[src/rtl/bcd_countdown_timer.sv]
// BCD mm:ss countdown timer: set/run/pause/alarm FSM with a one-second prescaler
// and an alarm that clears itself after ALARM_SEC seconds.
module bcd_countdown_timer #(
    parameter int CLK_PER_SEC = 100000000,
    parameter int MAX_MIN     = 99,
    parameter int ALARM_SEC   = 5
) (
    input  logic        clk,
    input  logic        reset_p,
    input  logic        start_stop_pe,
    input  logic        inc_sec_pe,
    input  logic        inc_min_pe,
    input  logic        clear_pe,
    input  logic        alarm_ack,
    output logic [15:0] set_time,
    output logic [15:0] count_time,
    output logic [15:0] value,
    output logic [1:0]  state,
    output logic        alarm
);

    typedef enum logic [1:0] {
        S_SET   = 2'd0,
        S_RUN   = 2'd1,
        S_PAUSE = 2'd2,
        S_ALARM = 2'd3
    } state_e;

    localparam int PW = $clog2(CLK_PER_SEC);
    localparam int AW = $clog2(ALARM_SEC + 1);
    localparam logic [PW-1:0] PRESC_LAST  = PW'(CLK_PER_SEC - 1);
    localparam logic [AW-1:0] ALARM_LAST  = AW'(ALARM_SEC - 1);
    localparam logic [7:0]    MAX_MIN_BCD = {4'(MAX_MIN / 10), 4'(MAX_MIN % 10)};

    state_e        state_q, state_d;
    logic [15:0]   set_d, cnt_d;
    logic [PW-1:0] presc_q, presc_d;
    logic [AW-1:0] acnt_q, acnt_d;
    logic          tick;

    // BCD order matches unsigned order, so a plain >= finds the wrap point.
    function automatic logic [7:0] bcd_inc_wrap(input logic [7:0] v, input logic [7:0] last);
        if (v >= last)
            return 8'h00;
        else if (v[3:0] == 4'd9)
            return {v[7:4] + 4'd1, 4'd0};
        else
            return {v[7:4], v[3:0] + 4'd1};
    endfunction

    function automatic logic [15:0] bcd_dec_sec(input logic [15:0] t);
        logic [7:0] m;
        logic [7:0] s;
        m = t[15:8];
        s = t[7:0];
        if (t == 16'h0000)
            return 16'h0000;
        if (s == 8'h00) begin
            s = 8'h59;
            m = (m[3:0] == 4'd0) ? {m[7:4] - 4'd1, 4'd9} : {m[7:4], m[3:0] - 4'd1};
        end else begin
            s = (s[3:0] == 4'd0) ? {s[7:4] - 4'd1, 4'd9} : {s[7:4], s[3:0] - 4'd1};
        end
        return {m, s};
    endfunction

    assign tick = (presc_q == PRESC_LAST);

    always_comb begin
        // NOTE: every target gets a hold default first so no path infers a latch.
        state_d = state_q;
        set_d   = set_time;
        cnt_d   = count_time;
        presc_d = presc_q;
        acnt_d  = acnt_q;
        case (state_q)
            S_SET: begin
                presc_d = '0;
                acnt_d  = '0;
                if (clear_pe) begin
                    set_d = 16'h0000;
                end else if (start_stop_pe) begin
                    if (set_time != 16'h0000) begin
                        cnt_d   = set_time;
                        state_d = S_RUN;
                    end
                end else begin
                    if (inc_sec_pe) set_d[7:0]  = bcd_inc_wrap(set_time[7:0], 8'h59);
                    if (inc_min_pe) set_d[15:8] = bcd_inc_wrap(set_time[15:8], MAX_MIN_BCD);
                end
            end
            S_RUN: begin
                presc_d = tick ? '0 : presc_q + 1'b1;
                if (clear_pe) begin
                    state_d = S_SET;
                    cnt_d   = 16'h0000;
                end else if (tick) begin
                    // A tick coinciding with start still decrements; reaching zero beats pause.
                    cnt_d = bcd_dec_sec(count_time);
                    if (cnt_d == 16'h0000) begin
                        state_d = S_ALARM;
                        acnt_d  = '0;
                    end else if (start_stop_pe) begin
                        state_d = S_PAUSE;
                    end
                end else if (start_stop_pe) begin
                    state_d = S_PAUSE;
                    presc_d = presc_q;
                end
            end
            S_PAUSE: begin
                if (clear_pe) begin
                    state_d = S_SET;
                    cnt_d   = 16'h0000;
                end else if (start_stop_pe) begin
                    state_d = S_RUN;
                end
            end
            S_ALARM: begin
                presc_d = tick ? '0 : presc_q + 1'b1;
                if (clear_pe || start_stop_pe || alarm_ack) begin
                    state_d = S_SET;
                    acnt_d  = '0;
                end else if (tick) begin
                    if (acnt_q == ALARM_LAST) begin
                        state_d = S_SET;
                        acnt_d  = '0;
                    end else begin
                        acnt_d = acnt_q + 1'b1;
                    end
                end
            end
            default: state_d = S_SET;
        endcase
    end

    always_ff @(posedge clk or posedge reset_p) begin
        if (reset_p) begin
            state_q    <= S_SET;
            set_time   <= 16'h0000;
            count_time <= 16'h0000;
            presc_q    <= '0;
            acnt_q     <= '0;
        end else begin
            // NOTE: non-blocking so every register samples the same pre-edge values.
            state_q    <= state_d;
            set_time   <= set_d;
            count_time <= cnt_d;
            presc_q    <= presc_d;
            acnt_q     <= acnt_d;
        end
    end

    assign state = state_q;
    assign alarm = (state_q == S_ALARM);
    assign value = (state_q == S_SET) ? set_time : count_time;

endmodule

[config.mk]
export PLATFORM = sky130hd
export DESIGN_NAME = bcd_countdown_timer
export DESIGN_NICKNAME = d
export VERILOG_FILES = /design/src/rtl/bcd_countdown_timer.sv
export SDC_FILE = /design/constraint.sdc
export NUM_CORES = 1
export LEC_CHECK = 0
export ABC_CLOCK_PERIOD_IN_PS = 6820
export CORE_ASPECT_RATIO = 1.5
export CORE_MARGIN = 8
export CORE_UTILIZATION = 44
export DETAILED_ROUTE_END_ITERATION = 16
export PLACE_DENSITY_LB_ADDON = 0.3
export SLEW_MARGIN = 20
export SYNTH_ARGS = -nofsm -noshare
export SYNTH_HDL_FRONTEND = slang
export SYNTH_SLANG_ARGS = --single-unit
[constraint.sdc]
create_clock -name clk -period 6.82 [get_ports clk]
set_clock_uncertainty 0.05 [all_clocks]
set_input_delay 0.682 -clock clk [delete_from_list [all_inputs] [get_ports clk]]
set_output_delay 0.682 -clock clk [all_outputs]
set_load 0.01 [all_outputs]
# Word-level counts from Yosys, hierarchy flattened
# Cells that the tools add are included.
[totals]
output_inout_bits = 51
input_bits = 7
reg_bits = 64
elab_cells = 117
[op_classes]
n_eq_ne = 20
n_lt_le_gt_ge = 2
reduce_logical = 23
n_mux = 54
addsub = 10
[op_table]
columns = ["operator", "count"]
rows = [
  ["two-way mux 16 bit", 14],
  ["two-way mux 27 bit", 4],
  ["one-hot mux 27 bit (3 select lines)", 1],
  ["two-way mux 8 bit", 10],
  ["one-hot mux 16 bit (3 select lines)", 1],
  ["zero test 16 bit", 2],
  ["adder 27 x 1 -> 27 bit, second input constant", 1],
  ["equality test 27 bit, second input constant", 1],
  ["two-way mux 2 bit", 12],
  ["two-way mux 3 bit", 6],
  ["adder 4 x 1 -> 4 bit, second input constant", 4],
  ["nonzero test 16 bit", 1],
  ["subtractor 4 x 1 -> 4 bit, second input constant", 4],
  ["!= test 2 bit, second input constant", 7],
  ["AND reduction 6 bit", 2],
  ["nonzero test 3 bit", 4],
  ["one-hot mux 3 bit (3 select lines)", 1],
  ["equality test 4 bit, second input constant", 2],
  ["greater-or-equal comparator 8 x 7 -> 1 bit, second input constant", 1],
  ["greater-or-equal comparator 8 bit, second input constant", 1],
  ["zero test 4 bit", 2],
  ["zero test 8 bit", 1],
  ["one-hot mux 2 bit (4 select lines)", 1],
  ["AND reduction 4 bit", 2],
  ["15 further kinds", 24],
]

# Logic depth before layout (Yosys ltp)
[depth]
ltp_word = 14
depth_mapped = 11
ltp_nobuf = 9

# Least setup slack after synthesis
# No wires, ideal clock.
[synth_path]
kind = "reg-to-reg"
startpoint = "register count_time[0]"
endpoint = "register acnt_q[0]"
setup_time_ns = 0.128
n_path_buf = 0
t_required_ns = 6.642
t_arrival_ns = 2.586
setup_slack_ns = 4.056
synth_period_minus_slack_ns = 2.764
stages_incl_launch_ff = 10
path_cell_list = "dfrtp_1 inv_1 ha_1 nor3b_4 nand2_2 or4_1 a2111o_1 nor4_4 a21oi_2 mux2i_1"
[synth_between]
elab_chain_cells = 12
word_cells_on_any_way = 18
cone_classes = "add/sub: 1; eq/ne: 1; mux: 11; reduce/logical: 5"
[synth_lines]
columns = ["element", "line_no", "source"]
rows = [
  ["from (decl)", "16", "output logic [15:0] count_time,"],
  ["from (signal assigned)", "148", "count_time <= cnt_d;"],
  ["zero test 16 bit", "56", "if (t == 16'h0000)"],
  ["two-way mux 1 bit", "56", ""],
  ["two-way mux 1 bit", "97", "end else if (tick) begin"],
  ["two-way mux 1 bit", "94", "if (clear_pe) begin"],
  ["two-way mux 1 bit", "76", "case (state_q)"],
  ["two-way mux 16 bit (*)", "58", "if (s == 8'h00) begin"],
  ["two-way mux 16 bit (*)", "97", ""],
  ["two-way mux 16 bit (*)", "94", ""],
  ["two-way mux 16 bit (*)", "76", ""],
  ["zero test 16 bit (*)", "100", "if (cnt_d == 16'h0000) begin"],
  ["!= test 2 bit (no line) (*)", "--", ""],
  ["AND reduction 5 bit (no line) (*)", "--", ""],
  ["to (signal assigned)", "150", "acnt_q <= acnt_d;"],
  ["to (decl)", "38", "logic [AW-1:0] acnt_q, acnt_d;"],
]
# Mark *: on every way between the ends. The rest lies on a longest branch, timed or not. The select of a mux whose other input is x is not followed.
# A chain may end at the register's enable or synchronous reset.

# Worst setup path in the final report
[layout_path]
startpoint = "register count_time[4]"
endpoint = "register acnt_q[0]"
# Same word-level chain as after synthesis.

==> results.sh <==
export IMPL_post_route_util=0.550
export IMPL_cts_resized_gates=0
export IMPL_syn_inst=526
export IMPL_path_clk_slew_ns=0.05
export IMPL_design_core_area_um2=9690
export IMPL_fin_nets=604
export IMPL_maxSlewHeadroom=0.361
export IMPL_cpPeakStageDelay_ns=0.49
export IMPL_synth_area_um2=4400
export IMPL_switching_share=0.456
export IMPL_crit_path_end_kind="flip-flop"
export IMPL_critPathRequiredTime_ns=6.97
export IMPL_timing_fmax_mhz=304
export IMPL_rows=44
export IMPL_p_int_mw=1.27
export IMPL_cts_buffers=9
export IMPL_grt_overflow=0
export IMPL_hold_violations=0
export IMPL_start_util=0.454
export IMPL_drv_slew=0
export IMPL_yosysWarningCount=0
export IMPL_clkPwrFrac=0.185
export IMPL_synth_avg_cell_area_um2=8.36
export IMPL_cts_max_level=3
export IMPL_start_kind="flip-flop"
export IMPL_grt_pass1_wl_mm=21.5
export IMPL_synth_top_cell_area_share=0.364
export IMPL_drt_iter0_markers=268
export IMPL_grt_max_degree=65
export IMPL_first_pass_iters=5
export IMPL_pin_count=58
export IMPL_fin_crit_ns=3.29
export IMPL_routed_wl_mm=12.9
export IMPL_seqPwrFrac=0.268
export IMPL_drive_gt1_frac=0.0760
export IMPL_synth_area_leaders="dfrtp_1 36%, o21ai_0 7.1%, ha_1 6.3%"
export IMPL_syn_nets=555
export IMPL_drc=0
export IMPL_cts_sinks=64
export IMPL_crit_fanout=8
export IMPL_whs_ns=0.453
export IMPL_powerDensity_nw_per_um2=437
export IMPL_p_switching_mw=1.06
export IMPL_outcome="finished clean"
export IMPL_arrival_ns=3.44
export IMPL_setup_viol_count_final=0
export IMPL_vias_per_cell=6.11
export IMPL_synthDistinctLibCells=62
export IMPL_finalNonFillerCells=694
export IMPL_post_cts_buffers=0
export IMPL_diodes=0
export IMPL_async_flop_share=1.00
export IMPL_die_w_um=97.6
export IMPL_synth_commonest_cells="64 x dfrtp_1, 62 x o21ai_0, 55 x nand2_1"
export IMPL_synth_most_common_cell="dfrtp_1"
export IMPL_cts_buffer_depth=2
export IMPL_cp_cell_sequence="inv_1 -> ha_1 -> nor3b_2 -> nand2_2 -> or4_1 -> a2111o_1 -> nor4_4 -> a21oi_2 -> mux2i_1"
export IMPL_critPathSlowestCell="a2111o_1"
export IMPL_synth_edf_count=0
export IMPL_area_growth_pct=21.2
export IMPL_placed_cells=679
export IMPL_fin_total_pwr_mw=2.33
export IMPL_ctsHoldBuffers=0
export IMPL_worst_setup_path_type="reg2reg"
export IMPL_yosysTopAreaCell="dfrtp_1"
export IMPL_clock_latency_ns=0.34
export IMPL_nFillCells=893
export IMPL_crit_family="simple AND/OR/NAND/NOR gates"
export IMPL_cts_root_buf="clkbuf_16"
export IMPL_hold_class="reg2reg"
export IMPL_finalSetupTns_ns=0
export IMPL_hpwl_mm=9.32
export IMPL_place_congestion=0.903
export IMPL_max_cap_viol_count=0
export IMPL_fin_crit_sh=0.483
export IMPL_antenna_found_initial=0
export IMPL_rsz0062_at_grt="no"
export IMPL_tightest_slew_ns=0.950
export IMPL_die_area_um2=13500
export IMPL_vias=4238
export IMPL_wl_per_cell_um=18.5
export IMPL_synth_seq_area_share=0.364
export IMPL_io_buffers=57
export IMPL_ys_ff_latch=64
export IMPL_die_height_um=138
export IMPL_p_leak_nw=2.12
export IMPL_grt_total_usage=0.191
export IMPL_ys_dominant_reg_cell="dfrtp_1"
export IMPL_cp_num_buf_inv=1
export IMPL_grt_pass1_vias=4325
export IMPL_ant_nets=0
export IMPL_cts_tree="yes"
export IMPL_p_comb_frac=0.548
export IMPL_ir_worst_vdd_mv=0.308
[layout by cell type (no fill, tap or decap), types with 4 or more instances in the layout]
cell type	Yosys	routed
mux2i_1	5	5
inv_1	32	31
nor2b_1	7	7
a22o_1	6	6
nor2_1	46	46
o22ai_1	5	5
ha_1	22	21
nand3_1	21	21
buf_4	1	4
nor3_1	19	19
nand2b_1	4	4
xnor2_1	10	10
o21ai_0	62	62
or3_1	5	5
mux2_2	7	7
o21a_1	4	4
o31ai_1	6	6
a31oi_1	8	8
nand4_1	11	11
and3_1	5	5
clkdlybuf4s50_1	0	57
clkbuf_16	0	9
nor4_1	5	5
a21oi_1	26	25
o41ai_1	6	6
dfrtp_1	64	64
nand2_1	55	55
a22oi_1	5	5
[flip-flops by register name (all words and copies together), names as in the netlist]
name / flops
acnt_q: 3
count_time: 16
presc_q: 27
set_time: 16
state: 2
[power by group through the flow]
stage	registers, mW	logic, mW	clock network (mW)
2_1_floorplan	0.582	0.822	0
3_3_place_gp	0.621	1.23	0
3_5_place_dp	0.627	1.26	0
4_1_cts	0.620	1.27	0.440
5_1_grt	0.639	1.42	0.454
6_report	0.624	1.28	0.430
[kinds of logic after synthesis]
kind of cell / count (synthesis) / synth area share
compound gates: 152 / 0.214
xor+xnor: 12 / 0.0239
fa+ha+maj: 22 / 0.0626
simple gates: 209 / 0.255
buf+inv: 55 / 0.0512
flops: 64 / 0.364
mux: 12 / 0.0293
[cell type report]
cell class	instances	area (µm²)	area share
clock buffers	12	256	0.0481
multi-input cells	407	2590	0.486
flip-flops and latches	64	1600	0.300
clock inverters	3	17.5	0.00329
repair buffers	61	601	0.113
inverters	32	120	0.0225
well taps	115	144	0.0270
[per-layer routing]
layer | GRT usage | up-vias | part of all wire
li1 | - | 2003 | -
met4 | 0.108 | 0 | 0.039
met5 | 0 | - | 0
met3 | 0.0514 | 35 | 0.058
met1 | 0.196 | 2077 | 0.39
met2 | 0.339 | 123 | 0.51
[stage by stage]
step	area (µm²)	setup WS (ns)
after floorplan	4400	4.06
after global placement	5040	3.28
after detailed placement	5040	3.12
after CTS	5320	3.33
after global routing	5330	3.35
final	5330	3.53
[path summary, 6_finish.rpt]
| path | from | endpoint | slack, ns | cells after the start |
|---|---|---|---|---|
| hold / removal | presc_q[6] | presc_q[6] | 0.45 | 1 |
| setup / recovery | count_time[4] | acnt_q[0] | 3.53 | 9 |
| min in group asynchronous | reset_p | set_time[10] | 0.87 | 3 |
| setup reg to reg | count_time[4] | acnt_q[0] | 3.53 | 9 |
| hold reg to reg | presc_q[6] | presc_q[6] | 0.45 | 1 |
| max in group asynchronous | reset_p | presc_q[12] | 5.29 | 3 |
No activity file was read; power rests on OpenSTA's default activity.
